<file path="src/rtl/multicycle_controller.sv">
// Main control FSM for the multicycle RV32I core: sequences ALU, memory port,
// instruction register and register file across several cycles per instruction.
module multicycle_controller (
  input  logic       clk,
  input  logic       rst_n,
  input  logic [6:0] opcode,
  input  logic       zero,
  input  logic       mem_ready,
  output logic       pc_write,
  output logic       adr_src,
  output logic       mem_write,
  output logic       ir_write,
  output logic       reg_write,
  output logic [1:0] result_src,
  output logic [1:0] alu_src_a,
  output logic [1:0] alu_src_b,
  output logic [1:0] ALU_op,
  output logic [1:0] imm_src,
  output logic       illegal,
  output logic [3:0] state
);

  localparam int unsigned STATE_W = 4;

  localparam logic [6:0] OP_LW   = 7'b0000011;
  localparam logic [6:0] OP_SW   = 7'b0100011;
  localparam logic [6:0] OP_R    = 7'b0110011;
  localparam logic [6:0] OP_I    = 7'b0010011;
  localparam logic [6:0] OP_BEQ  = 7'b1100011;
  localparam logic [6:0] OP_JAL  = 7'b1101111;

  // Mux select encodings
  localparam logic [1:0] RES_ALUOUT = 2'b00;
  localparam logic [1:0] RES_DATA   = 2'b01;
  localparam logic [1:0] RES_ALURES = 2'b10;
  localparam logic [1:0] A_PC       = 2'b00;
  localparam logic [1:0] A_OLDPC    = 2'b01;
  localparam logic [1:0] A_RS1      = 2'b10;
  localparam logic [1:0] B_RS2      = 2'b00;
  localparam logic [1:0] B_IMM      = 2'b01;
  localparam logic [1:0] B_FOUR     = 2'b10;
  localparam logic [1:0] OP_ADD     = 2'b00;
  localparam logic [1:0] OP_SUB     = 2'b01;
  localparam logic [1:0] OP_FUNCT   = 2'b10;

  typedef enum logic [STATE_W-1:0] {
    S_FETCH    = 4'd0,
    S_DECODE   = 4'd1,
    S_MEMADR   = 4'd2,
    S_MEMREAD  = 4'd3,
    S_MEMWB    = 4'd4,
    S_MEMWRITE = 4'd5,
    S_EXECR    = 4'd6,
    S_EXECI    = 4'd7,
    S_ALUWB    = 4'd8,
    S_BEQ      = 4'd9,
    S_JAL      = 4'd10
  } state_t;

  state_t state_q;
  state_t state_d;

  logic is_lw;
  logic is_sw;
  logic is_r;
  logic is_i;
  logic is_beq;
  logic is_jal;

  logic pc_update;
  logic branch;
  logic ir_write_raw;
  logic mem_write_raw;
  logic reg_write_raw;
  logic illegal_raw;

  // Opcode class flags shared by the next-state logic and the immediate decode
  always_comb begin
    is_lw  = (opcode == OP_LW);
    is_sw  = (opcode == OP_SW);
    is_r   = (opcode == OP_R);
    is_i   = (opcode == OP_I);
    is_beq = (opcode == OP_BEQ);
    is_jal = (opcode == OP_JAL);
  end

  // State register; reset returns to FETCH asynchronously
  always_ff @(posedge clk or negedge rst_n) begin
    if (!rst_n) begin
      state_q <= S_FETCH;
    end else begin
      state_q <= state_d;
    end
  end

  // Next-state and Moore output decode
  always_comb begin
    state_d       = S_FETCH;
    adr_src       = 1'b0;
    mem_write_raw = 1'b0;
    ir_write_raw  = 1'b0;
    reg_write_raw = 1'b0;
    result_src    = RES_ALUOUT;
    alu_src_a     = A_PC;
    alu_src_b     = B_RS2;
    ALU_op        = OP_ADD;
    illegal_raw   = 1'b0;
    pc_update     = 1'b0;
    branch        = 1'b0;

    case (state_q)
      S_FETCH: begin
        adr_src      = 1'b0;
        alu_src_a    = A_PC;
        alu_src_b    = B_FOUR;
        ALU_op       = OP_ADD;
        result_src   = RES_ALURES;
        ir_write_raw = mem_ready;
        pc_update    = mem_ready;
        state_d      = mem_ready ? S_DECODE : S_FETCH;
      end
      S_DECODE: begin
        // Old PC + immediate: branch target parked in the ALU out register
        alu_src_a = A_OLDPC;
        alu_src_b = B_IMM;
        ALU_op    = OP_ADD;
        if (is_lw || is_sw) begin
          state_d = S_MEMADR;
        end else if (is_r) begin
          state_d = S_EXECR;
        end else if (is_i) begin
          state_d = S_EXECI;
        end else if (is_beq) begin
          state_d = S_BEQ;
        end else if (is_jal) begin
          state_d = S_JAL;
        end else begin
          illegal_raw = 1'b1;
          state_d     = S_FETCH;
        end
      end
      S_MEMADR: begin
        alu_src_a = A_RS1;
        alu_src_b = B_IMM;
        ALU_op    = OP_ADD;
        if (is_lw) begin
          state_d = S_MEMREAD;
        end else if (is_sw) begin
          state_d = S_MEMWRITE;
        end else begin
          state_d = S_FETCH;
        end
      end
      S_MEMREAD: begin
        adr_src = 1'b1;
        state_d = mem_ready ? S_MEMWB : S_MEMREAD;
      end
      S_MEMWRITE: begin
        // Strobe stays up while the port stalls
        adr_src       = 1'b1;
        mem_write_raw = 1'b1;
        state_d       = mem_ready ? S_FETCH : S_MEMWRITE;
      end
      S_MEMWB: begin
        result_src    = RES_DATA;
        reg_write_raw = 1'b1;
        state_d       = S_FETCH;
      end
      S_EXECR: begin
        alu_src_a = A_RS1;
        alu_src_b = B_RS2;
        ALU_op    = OP_FUNCT;
        state_d   = S_ALUWB;
      end
      S_EXECI: begin
        alu_src_a = A_RS1;
        alu_src_b = B_IMM;
        ALU_op    = OP_FUNCT;
        state_d   = S_ALUWB;
      end
      S_ALUWB: begin
        result_src    = RES_ALUOUT;
        reg_write_raw = 1'b1;
        state_d       = S_FETCH;
      end
      S_BEQ: begin
        // rs1 - rs2 sets zero; PC takes the target computed in DECODE
        alu_src_a  = A_RS1;
        alu_src_b  = B_RS2;
        ALU_op     = OP_SUB;
        result_src = RES_ALUOUT;
        branch     = 1'b1;
        state_d    = S_FETCH;
      end
      S_JAL: begin
        // PC <= target, while old PC + 4 becomes the link value
        alu_src_a  = A_OLDPC;
        alu_src_b  = B_FOUR;
        ALU_op     = OP_ADD;
        result_src = RES_ALUOUT;
        pc_update  = 1'b1;
        state_d    = S_ALUWB;
      end
      default: begin
        state_d = S_FETCH;
      end
    endcase
  end

  // Immediate format from the opcode alone
  always_comb begin
    imm_src = 2'b00;
    if (is_sw) begin
      imm_src = 2'b01;
    end else if (is_beq) begin
      imm_src = 2'b10;
    end else if (is_jal) begin
      imm_src = 2'b11;
    end
  end

  // Write enables and the illegal pulse are held low while in reset
  always_comb begin
    pc_write  = rst_n & (pc_update | (branch & zero));
    ir_write  = rst_n & ir_write_raw;
    mem_write = rst_n & mem_write_raw;
    reg_write = rst_n & reg_write_raw;
    illegal   = rst_n & illegal_raw;
  end

  assign state = STATE_W'(state_q);

endmodule

</file>
<file path="config.mk">
export PLATFORM = sky130hd
export DESIGN_NAME = multicycle_controller
export DESIGN_NICKNAME = d
export VERILOG_FILES = /design/src/rtl/multicycle_controller.sv
export SDC_FILE = /design/constraint.sdc
export NUM_CORES = 1
export LEC_CHECK = 0
export BUFFER_PORTS_ARGS = -buffer_cell sky130_fd_sc_hd__buf_4
export CAP_MARGIN = 0
export CORE_MARGIN = 1
export CORE_UTILIZATION = 35
export DETAILED_ROUTE_END_ITERATION = 10
export PLACE_DENSITY_LB_ADDON = 0.12
export SYNTH_ARGS = -nofsm -noshare
export SYNTH_HDL_FRONTEND = slang
export SYNTH_SLANG_ARGS = --single-unit
</file>
<file path="constraint.sdc">
create_clock -name clk -period 1.4 [get_ports clk]
set_input_delay 0.14 -clock clk [delete_from_list [all_inputs] [get_ports clk]]
set_output_delay 0.14 -clock clk [all_outputs]
set_load 0.02 [all_outputs]
</file>
==> results of run 1 <==
==> worst min-delay path by stage <==
| stage | startpoint | endpoint | cells past startpoint |
|---|---|---|---|
| after floorplan | rst_n | state[0]$_DFF_PN0_ | 0 |
| after global placement | rst_n | state[1]$_DFF_PN0_ | 1 |
| after detailed placement | rst_n | state[3]$_DFF_PN0_ | 1 |
| after CTS | opcode[4] | state[2]$_DFF_PN0_ | 3 |
| after global routing | opcode[4] | state[2]$_DFF_PN0_ | 3 |
| final | opcode[4] | state[2]$_DFF_PN0_ | 3 |
==> where the power goes <==
part	internal [W]	switching [W]
Combinational	0.000121	0.000119
Sequential	0.000120	0.0000108
Clock	0.0000962	0.0000512
Total	0.000337	0.000181
==> layout by cell type (no fill, tap or decap), types with 2 or more instances in the layout <==
cell type and instances:
sky130_fd_sc_hd__buf_4 38, sky130_fd_sc_hd__nor2_1 7, sky130_fd_sc_hd__buf_6 7, sky130_fd_sc_hd__nand2_1 6, sky130_fd_sc_hd__nor3_1 5, sky130_fd_sc_hd__nor3_4 4, sky130_fd_sc_hd__nand3_1 4, sky130_fd_sc_hd__dfrtp_2 4
sky130_fd_sc_hd__nand2b_4 3, sky130_fd_sc_hd__inv_1 3, sky130_fd_sc_hd__o21ai_0 3, sky130_fd_sc_hd__a21oi_1 3, sky130_fd_sc_hd__clkbuf_4 3, sky130_fd_sc_hd__nand2b_1 2, sky130_fd_sc_hd__nor3_2 2, sky130_fd_sc_hd__nor2_2 2
==> timing repair <==
action / CTS / global route
setup endpoints to repair: 14 / 17
hold buffers: 1 / 0
hold endpoints to repair: 4 / 0
buffers inserted: 4 / 1
pin swaps: 0 / 2
gates resized for setup: 13 / 5
==> through the flow <==
step / instance area (sq um) / worst slack, ps / cells
final: 1021 / -156.9 / 133
after global routing: 1021 / -205.7 / 133
after CTS: 996.0 / -143.5 / 132
after detailed placement: 879.6 / 40.89 / 124
after global placement: 879.6 / 29.90 / 124
after floorplan: 595.6 / -80.13 / 73
==> worst min-delay path, delay by kind of cell <==
kind                   cells  cell delay (ps)
and+or+nand+nor            2              140
buffers and inverters      1              100
==> cells in the mapped netlist (all sizes together) (2+ instances only) <==
master / n / area, sq um
a21oi: 3 / 15.01
buf: 4 / 27.52
dfrtp: 4 / 100.1
inv: 4 / 15.01
nand2: 7 / 26.28
nand2b: 5 / 38.78
nand3: 4 / 20.02
nor2: 10 / 37.54
nor3: 11 / 82.58
nor4: 2 / 25.02
o21ai: 4 / 20.01
==> cell type report <==
class	instances	area, sq um
Clock buffer	3	22.52
Tap cell	15	18.77
Timing Repair Buffer	46	374.1
Sequential cell	4	105.1
Inverter	4	15.01
Fill cell	97	329.1
Multi-Input combinational cell	61	485.5
==> layer usage <==
metal	global-route usage, %	wire, um	part of all wire [%]	vias to the layer above
li1	-	-	-	359
met1	27.91	702	41	344
met2	36.72	915	53	30
met3	2.174	92	5.4	2
met4	1.667	8	0.47	0
met5	0	0	0	-
==> logic make-up (layout without fill, tap and decap cells) <==
family          Yosys count  in the layout  share of synthesized area, %
xor+xnor                  1              1                         1.647
flops                     4              4                         18.82
buf+inv                   8             53                         7.998
simple gates             44             44                         49.89
compound gates           16             16                         21.65
==> results, run 1 <==
- In this run the worst setup path terminates at illegal.
- The overflow left after global routing is 0.
- The number of antenna violations at the first check in global routing came to 0.
- The part of the Yosys area used for sequential elements is 18.82%.
- In this run the deepest clock path goes through 2 buffers.
- The critical path contains buffers and inverters numbering 2 combined.
- In this run the static leakage power is 0.4519 nW.
- Clock-pin slew was measured on the worst setup and hold paths at 40 ps.
- The number of flip-flops in the largest register is 4.
- The run finished, with violations left.
- The required time of the worst setup path is 1260 ps.
- The final hold violation count is 0.
- After detailed routing, the total wire length is 1718 um.
- The number of clock sinks seen by CTS is 4.
- The critical path starts at state[2]$_DFF_PN0_.
- In this run the remaining antenna-violating nets after routing total 0.
- The synthesized flop and latch total is 4.
- The post-route core utilization is 75.63%.
- On the worst path, the slowest cell contributes a delay of 480 ps.
- After layout, the worst setup slack is -156.9 ps.
- After synthesis, the share of flip-flops with an asynchronous set or reset is 100.0%.
- The worst register-to-register path begins at state[0]$_DFF_PN0_.
- The initial utilization of the core area, before any placement, comes to 39.39%.
- The ratio of total power to cell area is 508.0 nW/um^2.
- The final reports fail on negative setup slack.
- In this run the count of I/O pins placed on the die edge is 31.
- The row count is 13.
- The final net count is 131.
- The post-synthesis net count is 84.
- At the pin with the least slew margin, the transition time is 361.6 ps.
- The die outline width is 40.98 um.
- Setup violations remaining at the end of the flow were counted as 15.
- In the final routed layout, each cell accounts on average for 12.92 um.
- The global routing usage summed across all routing layers is 20.79%.
- The clock period minus worst slack is 1557 ps.
- The design draws 0.0005187 W.
- In this run the number of H-tree levels came out at 1.
- Adding up every negative setup slack in the final design gives -1174 ps.
- The largest driver fanout on the critical path is 7.
- The cell type of the slowest stage on the worst timing path is sky130_fd_sc_hd__dfrtp_2.
- Walking the worst path, the cells encountered are buf_4, nor3_4, nand2_2, nor3_4, buf_6.
- The class of the tightest hold or removal check is in2reg.
- Each instance of the synthesized netlist takes up on average 7.284 sq um.
- The HPWL after detailed placement is 1187 um.
- The endpoint of the most critical register-to-register path is state[1]$_DFF_PN0_.
- The max-slew violation total from the final report is 0.
- The count of TritonRoute iterations in the first routing pass is 4.
- Synthesis instantiated 32 different standard cells from the library.
- The maximum resistive drop on vdd is 0.0003070 V.
- The full die area is 1679 sq um.
- The most common cell type on the critical path is sky130_fd_sc_hd__nor3_4.
- The congestion estimate from routability-driven global placement came to 0.8393.
- The number of diodes is 0.
- The total area inside the core boundary comes to 1350 sq um.
- The Yosys step of the flow raised 0 warnings.
- In the finished design, the share of the clock period the worst path needs comes to 111.2%.
- The depth of the worst register-to-register path is 5.
- The first global-routing pass estimated 2359 um of wire.
- After detailed routing, the number of remaining DRC violations is 0.
- The critical path data arrival time is 1420 ps.
- The root buffer cell is sky130_fd_sc_hd__clkbuf_4.
- The y dimension of the die is 40.98 um.
- The maximum number of pins on one net before global-route repair is 8.
- The worst clock skew is 1.904 ps.
- Setup repair after global routing could not meet its margin everywhere.
- Input and output buffers added on the ports amount to 30.
- The total clock buffers created by CTS is 3.
- The via count normalized by instance count is 5.526.
- The cell area that synthesis handed to floorplanning was 531.8 sq um.
- Across the run, the number of max-cap violations was 0.
- Clock latency on the worst-skew pair, taken at its later pin, is 240 ps.
- The class of the most critical setup path is reg2out.
- The cell family contributing the most delay on the critical path is flip-flops.
- The endpoint type of the worst setup path is a primary output.
- In the synthesized netlist the dominant register cell turns out to be sky130_fd_sc_hd__dfrtp_1.
- The number of global-route vias before repair is 566.
- The startpoint type of the worst setup path is a flop.
- The critical path crosses 5 cells after its start point.
- The synthesized design contains 0 enable-type register cells.
- TritonCTS built the clock tree.
- The register-to-register path setup slack is -50 ps.
- Hold timing on the final database bottoms out at a slack of 185.4 ps.
- Derived from the worst setup path, the maximum achievable clock frequency is 0.6423 GHz.
- The overall via count from detail_route is 735.
- The share of post-route cells with drive strength above 1 is 61.86%.
- Synthesis produced 73 cells.
- In this run the tightest slew margin relative to its limit is 75.85%.
- Compared with the post-synthesis result, the final layout area differs by 92.00%.
- The iteration-0 DRC count of the detailed router is 31.
Note: power is estimated with default switching activity, not from simulation.
==> inputs of run 2 (changes only) <==
--- a/config.mk
+++ b/config.mk
@@ -5,6 +5,7 @@
 export SDC_FILE = /design/constraint.sdc
 export NUM_CORES = 1
 export LEC_CHECK = 0
+export ABC_AREA = 1
 export BUFFER_PORTS_ARGS = -buffer_cell sky130_fd_sc_hd__buf_4
 export CAP_MARGIN = 0
 export CORE_MARGIN = 1
==> run 2 against run 1 <==
Combinational power is 12% lower. Area after synthesis is 7.8% lower. Setup slack better by 75 ps. First-iteration DRC count is 71% lower. Sequential power hardly changed. Flip-flop and latch count stayed put. Sequential share of layout area is 0.25 points higher. Synthesized cell count is 22% higher. Hold slack better by 60 ps. Critical endpoint is now pc_write. Register-to-register slack better by 150 ps. Routed wire length is 0.29% higher. The run still ends with negative setup slack left.
==> results, run 2 <==
- Status: complete, but fails checks (unchanged).
- Failing checks: negative setup slack (unchanged).
- The class of the tightest hold or removal check is in2reg (unchanged).
- The cell area after technology mapping is 490.5 sq um (was 531.8 sq um).
- Setup repair after global routing missed its margin: yes (unchanged).
- The clock network fraction of design power is 29.0% (was 28.4%).
- The combinational cell fraction of total power is 43.9% (was 46.3%).
- The share of the clock period used by the worst path after layout was 105.9% (was 111.2%).
- The iteration-0 DRC count of the detailed router is 9 (was 31).
- The number of buffers between clock root and the deepest sink is 2 (unchanged).
- The most common cell after layout, fill and taps aside was sky130_fd_sc_hd__buf_4 (unchanged).
- The number of diodes is 0 (unchanged).
- The post-route met1 wirelength is 746 um (was 702 um).
- The cell area after placement came to 748.2 sq um (was 879.6 sq um).
- The relative slew slack is 82.44% (was 75.85%).
- The required time of the worst setup path is 1260 ps (about the same).
- The number of clock sinks seen by CTS is 4 (unchanged).
- The share of synthesized flip-flops with an asynchronous set or reset is 100.0% (unchanged).
- The register-to-register path setup slack is 100 ps (was -50 ps).
- Commonest cells after routing, fill and taps aside: sky130_fd_sc_hd__buf_4, sky130_fd_sc_hd__nand2_1, sky130_fd_sc_hd__nor2_1, sky130_fd_sc_hd__inv_1, sky130_fd_sc_hd__nor2_2 (was sky130_fd_sc_hd__buf_4, sky130_fd_sc_hd__nor2_1, sky130_fd_sc_hd__buf_6, sky130_fd_sc_hd__nand2_1, sky130_fd_sc_hd__nor3_1).
- The number of global-route vias before repair is 630 (was 566).
- The count of port buffers added during placement was 30 (unchanged).
- The sum of net half-perimeters after detailed placement is 1184 um (was 1187 um).
- The routability-driven placement congestion ratio came to 0.8451 (was 0.8393).
- The full die area is 1555 sq um (was 1679 sq um).
- The flip-flop cell with the highest count after synthesis is sky130_fd_sc_hd__dfrtp_1 (unchanged).
- The class of the most critical setup path is reg2out (unchanged).
- The synthesized flop and latch total is 4 (unchanged).
- The transition at the pin with the smallest max-transition slack is 262.4 ps (was 361.6 ps).
- The layout overhead on the synthesized area was 103.3% (was 92.00%).
- The latest clock arrival within the worst-skew pair is 230 ps (was 240 ps).
- The sum of met3 wire segment lengths after detailed routing came to 32 um (was 92 um).
- The routed length on met2 is 939 um (was 915 um).
- The overflow left after global routing came to 0 (unchanged).
- The mean instance size in the synthesized netlist came to 5.511 sq um (was 7.284 sq um).
- The uppermost layer routed is met4 (unchanged).
- The remaining design rule violation count is 0 (unchanged).
- The net switching fraction of the power is 34.42% (was 34.98%).
- The total number of H-tree levels is 1 (unchanged).
- The starting density of the core came to 37.69% (was 39.39%).
- The worst hold path depth is 3 (unchanged).
- The net load switching power came to 0.0001646 W (was 0.0001814 W).
- The overall power is 0.0004781 W (was 0.0005187 W).
- The overall via count from detail_route is 736 (was 735).
- The number of distinct standard cells referenced by the synthesized netlist is 17 (was 32).
- The depth of the worst register-to-register path is 9 (was 5).
- The global routing usage summed across all routing layers was 24.38% (was 20.79%).
- The number of flops mapped to enable cells by yosys was 0 (unchanged).
- The count of TritonRoute iterations in the first routing pass is 4 (unchanged).
- The total clock buffers created by CTS is 3 (unchanged).
- The via count normalized by instance count is 4.779 (was 5.526).
- The root buffer cell is sky130_fd_sc_hd__clkbuf_4 (unchanged).
- The maximum resistive drop on vdd is 0.0004723 V (was 0.0003070 V).
- The fraction of synthesized cell area taken by the top area cell type was 20.41% (was 18.82%).
- The hold path startpoint is opcode[4] (unchanged).
- The cell type of the slowest stage on the worst timing path is sky130_fd_sc_hd__dfrtp_2 (unchanged).
- The number of antenna violations at the first check in global routing is 0 (unchanged).
- The final net count is 152 (was 131).
- The ratio of total power to cell area is 479.5 nW/um^2 (was 508.0 nW/um^2).
- The y dimension of the die is 39.44 um (was 40.98 um).
- The clock-pin slew on the worst setup and hold paths is 40 ps (about the same).
- The overall routed net length is 1723 um (was 1718 um).
- The total of warnings raised by yosys is 0 (unchanged).
- The worst clock skew is 0.4248 ps (was 1.904 ps).
- The leakage dissipation came to 0.5538 nW (was 0.4519 nW).
- The clock period minus worst slack was 1482 ps (was 1557 ps).
- The routed length per placed instance is 11.19 um (was 12.92 um).
- The largest stage delay on the critical path is 460 ps (was 480 ps).
- The setup violation total in the final timing report is 8 (was 15).
- The count of buffer and inverter cells on the critical path is 2 (unchanged).
- The critical path data arrival time was 1340 ps (was 1420 ps).
- The startpoint type of the worst setup path was a flop (unchanged).
- Most area-consuming cells after synthesis: sky130_fd_sc_hd__dfrtp_1, sky130_fd_sc_hd__nand2_1, sky130_fd_sc_hd__nor2_1 (was sky130_fd_sc_hd__dfrtp_1, sky130_fd_sc_hd__nor3_1, sky130_fd_sc_hd__nor2_1).
- The max-slew violation total from the final report came to 0 (unchanged).
- The clock tree from TritonCTS is yes (unchanged).
- The worst-case setup margin in the final layout is -82.35 ps (was -156.9 ps).
- The row count came to 13 (unchanged).
- The number of flip-flops in the largest register is 4 (unchanged).
- The endpoint of the most critical register-to-register path was state[0]$_DFF_PN0_ (was state[1]$_DFF_PN0_).
- The I/O pin total is 31 (unchanged).
- The power share of the sequential group is 27.1% (was 25.3%).
- The cell family contributing the most delay on the critical path is flip-flops (unchanged).
- The part of the Yosys area used for sequential elements is 20.41% (was 18.82%).
- The maximum number of pins on one net before global-route repair was 6 (was 8).
- The largest area contributor in the synthesized netlist is sky130_fd_sc_hd__dfrtp_1 (unchanged).
- The internal power was 0.0003136 W (was 0.0003373 W).
- The number of routed nets with antenna violations is 0 (unchanged).
- The final hold violation count is 0 (unchanged).
- The startpoint of the worst-slack reg-to-reg timing path was state[1]$_DFF_PN0_ (was state[0]$_DFF_PN0_).
- Crit path cell chain: inv_2, nand4_1, a31oi_2, buf_4 (was buf_4, nor3_4, nand2_2, nor3_4, buf_6).
- The standard cell core area was 1301 sq um (was 1350 sq um).
- The largest driver fanout on the critical path is 4 (was 7).
- The post-synthesis net count is 100 (was 84).
- The number of instances in the synthesized netlist is 89 (was 73).
- The top achievable clock speed came to 0.6746 GHz (was 0.6423 GHz).
- The wire length of the first global-routing pass is 2539 um (was 2359 um).
- The end point of the most critical hold path is state[2]$_DFF_PN0_ (unchanged).
- The max-capacitance violation count is 0 (unchanged).
- The share of post-route cells with drive strength above 1 is 59.71% (was 61.86%).
- Most common library cells after synthesis: sky130_fd_sc_hd__nand2_1, sky130_fd_sc_hd__nor2_1, sky130_fd_sc_hd__inv_1 (was sky130_fd_sc_hd__nor2_1, sky130_fd_sc_hd__nor3_1, sky130_fd_sc_hd__nand2_1).
- The most numerous cell in the Yosys netlist is sky130_fd_sc_hd__nand2_1 (was sky130_fd_sc_hd__nor2_1).
- The worst setup slack after placement is 82.68 ps (was 40.89 ps).
- The endpoint type of the worst setup path is a primary output (unchanged).
- The die outline width came to 39.44 um (was 40.98 um).
- The total non-filler cell area in the finished layout came to 997.2 sq um (was 1021 sq um).
[run 2: changes by cell type in the layout (fill, tap and decap cells not counted), moves of 4 or more]
cell	delta
sky130_fd_sc_hd__inv_1	+9
sky130_fd_sc_hd__nand2_1	+13
sky130_fd_sc_hd__nor2_1	+7
sky130_fd_sc_hd__nor2_2	+4
sky130_fd_sc_hd__nor2_4	+4
sky130_fd_sc_hd__nor3_1	-5
sky130_fd_sc_hd__nor3_4	-4
[run 2: per-layer routing]
layer  GRT usage, %  vias to the layer above
met4          7.759                        0
met2          45.49                       12
met3          3.409                        2
met1          27.68                      342
li1               -                      380
met5              0                        -
[run 2: logic make-up (layout without fill, tap and decap cells)]
| family | Yosys count | count (layout) | share of synthesized area [%] |
|---|---|---|---|
| AND/OR/NAND/NOR | 61 | 61 | 58.16 |
| buffers and inverters | 18 | 68 | 13.77 |
| AO/OA/AOI/OAI | 6 | 6 | 7.654 |
| flip-flops | 4 | 4 | 20.41 |
[run 2: cell type report]
class	instances	area [sq um]
sequential	4	105.1
fill	100	304.0
clock buffer	3	22.52
inverter	18	72.57
timing repair buffer	47	374.1
tap	15	18.77
multi-input combinational	67	404.1
[run 2: worst register-to-register path, cell delays in order, from the launching register on]
cell,delay [ps]
sky130_fd_sc_hd__dfrtp_2,420
sky130_fd_sc_hd__inv_2,80
sky130_fd_sc_hd__nand2_4,100
sky130_fd_sc_hd__nor2_4,50
sky130_fd_sc_hd__buf_4,120
sky130_fd_sc_hd__buf_4,140
sky130_fd_sc_hd__nand2_2,60
sky130_fd_sc_hd__nor2_2,30
sky130_fd_sc_hd__nor2_1,100
sky130_fd_sc_hd__nand3_2,70
[run 2: power groups by stage]
stage	combinational [W]	clock (W)	sequential (W)
after global placement	0.000163	0	0.000127
after floorplan	0.0000881	0	0.000131
after detailed placement	0.000166	0	0.000128
final	0.000210	0.000139	0.000130
after CTS	0.000190	0.000148	0.000128
after global routing	0.000229	0.000154	0.000130
[run 2: timing repair]
action	in CTS	in global routing
endpoints found under the setup margin	10	13
hold endpoints to repair	4	0
resized for setup	18	13
buffers inserted	13	3
cloned	0	0
hold buffers	1	0
pin swaps	9	3
[run 2: worst max-delay path by stage]
stage                             startpoint      endpoint  slack (ps)  cells past startpoint
after CTS                 state[1]$_DFF_PN0_      pc_write         -80                      6
after floorplan           state[3]$_DFF_PN0_  alu_src_b[0]         -30                      3
after global routing      state[0]$_DFF_PN0_      pc_write        -120                      4
after global placement    state[1]$_DFF_PN0_       illegal         130                      6
after detailed placement  state[1]$_DFF_PN0_       illegal          80                      6
final                     state[0]$_DFF_PN0_      pc_write         -80                      4
[run 2: through the flow]
step / hold WS (ps) / setup TNS, ps / utilization, % / instances
2_1_floorplan: -155.6 / -56.26 / - / 89
3_3_place_gp: -53.49 / 0 / 57.50 / 134
3_5_place_dp: -51.82 / 0 / 57.50 / 134
4_1_cts: 238.5 / -241.8 / 71.83 / 151
5_1_grt: 249.7 / -815.3 / 76.63 / 154
6_report: 245.9 / -294.7 / 76.63 / 154
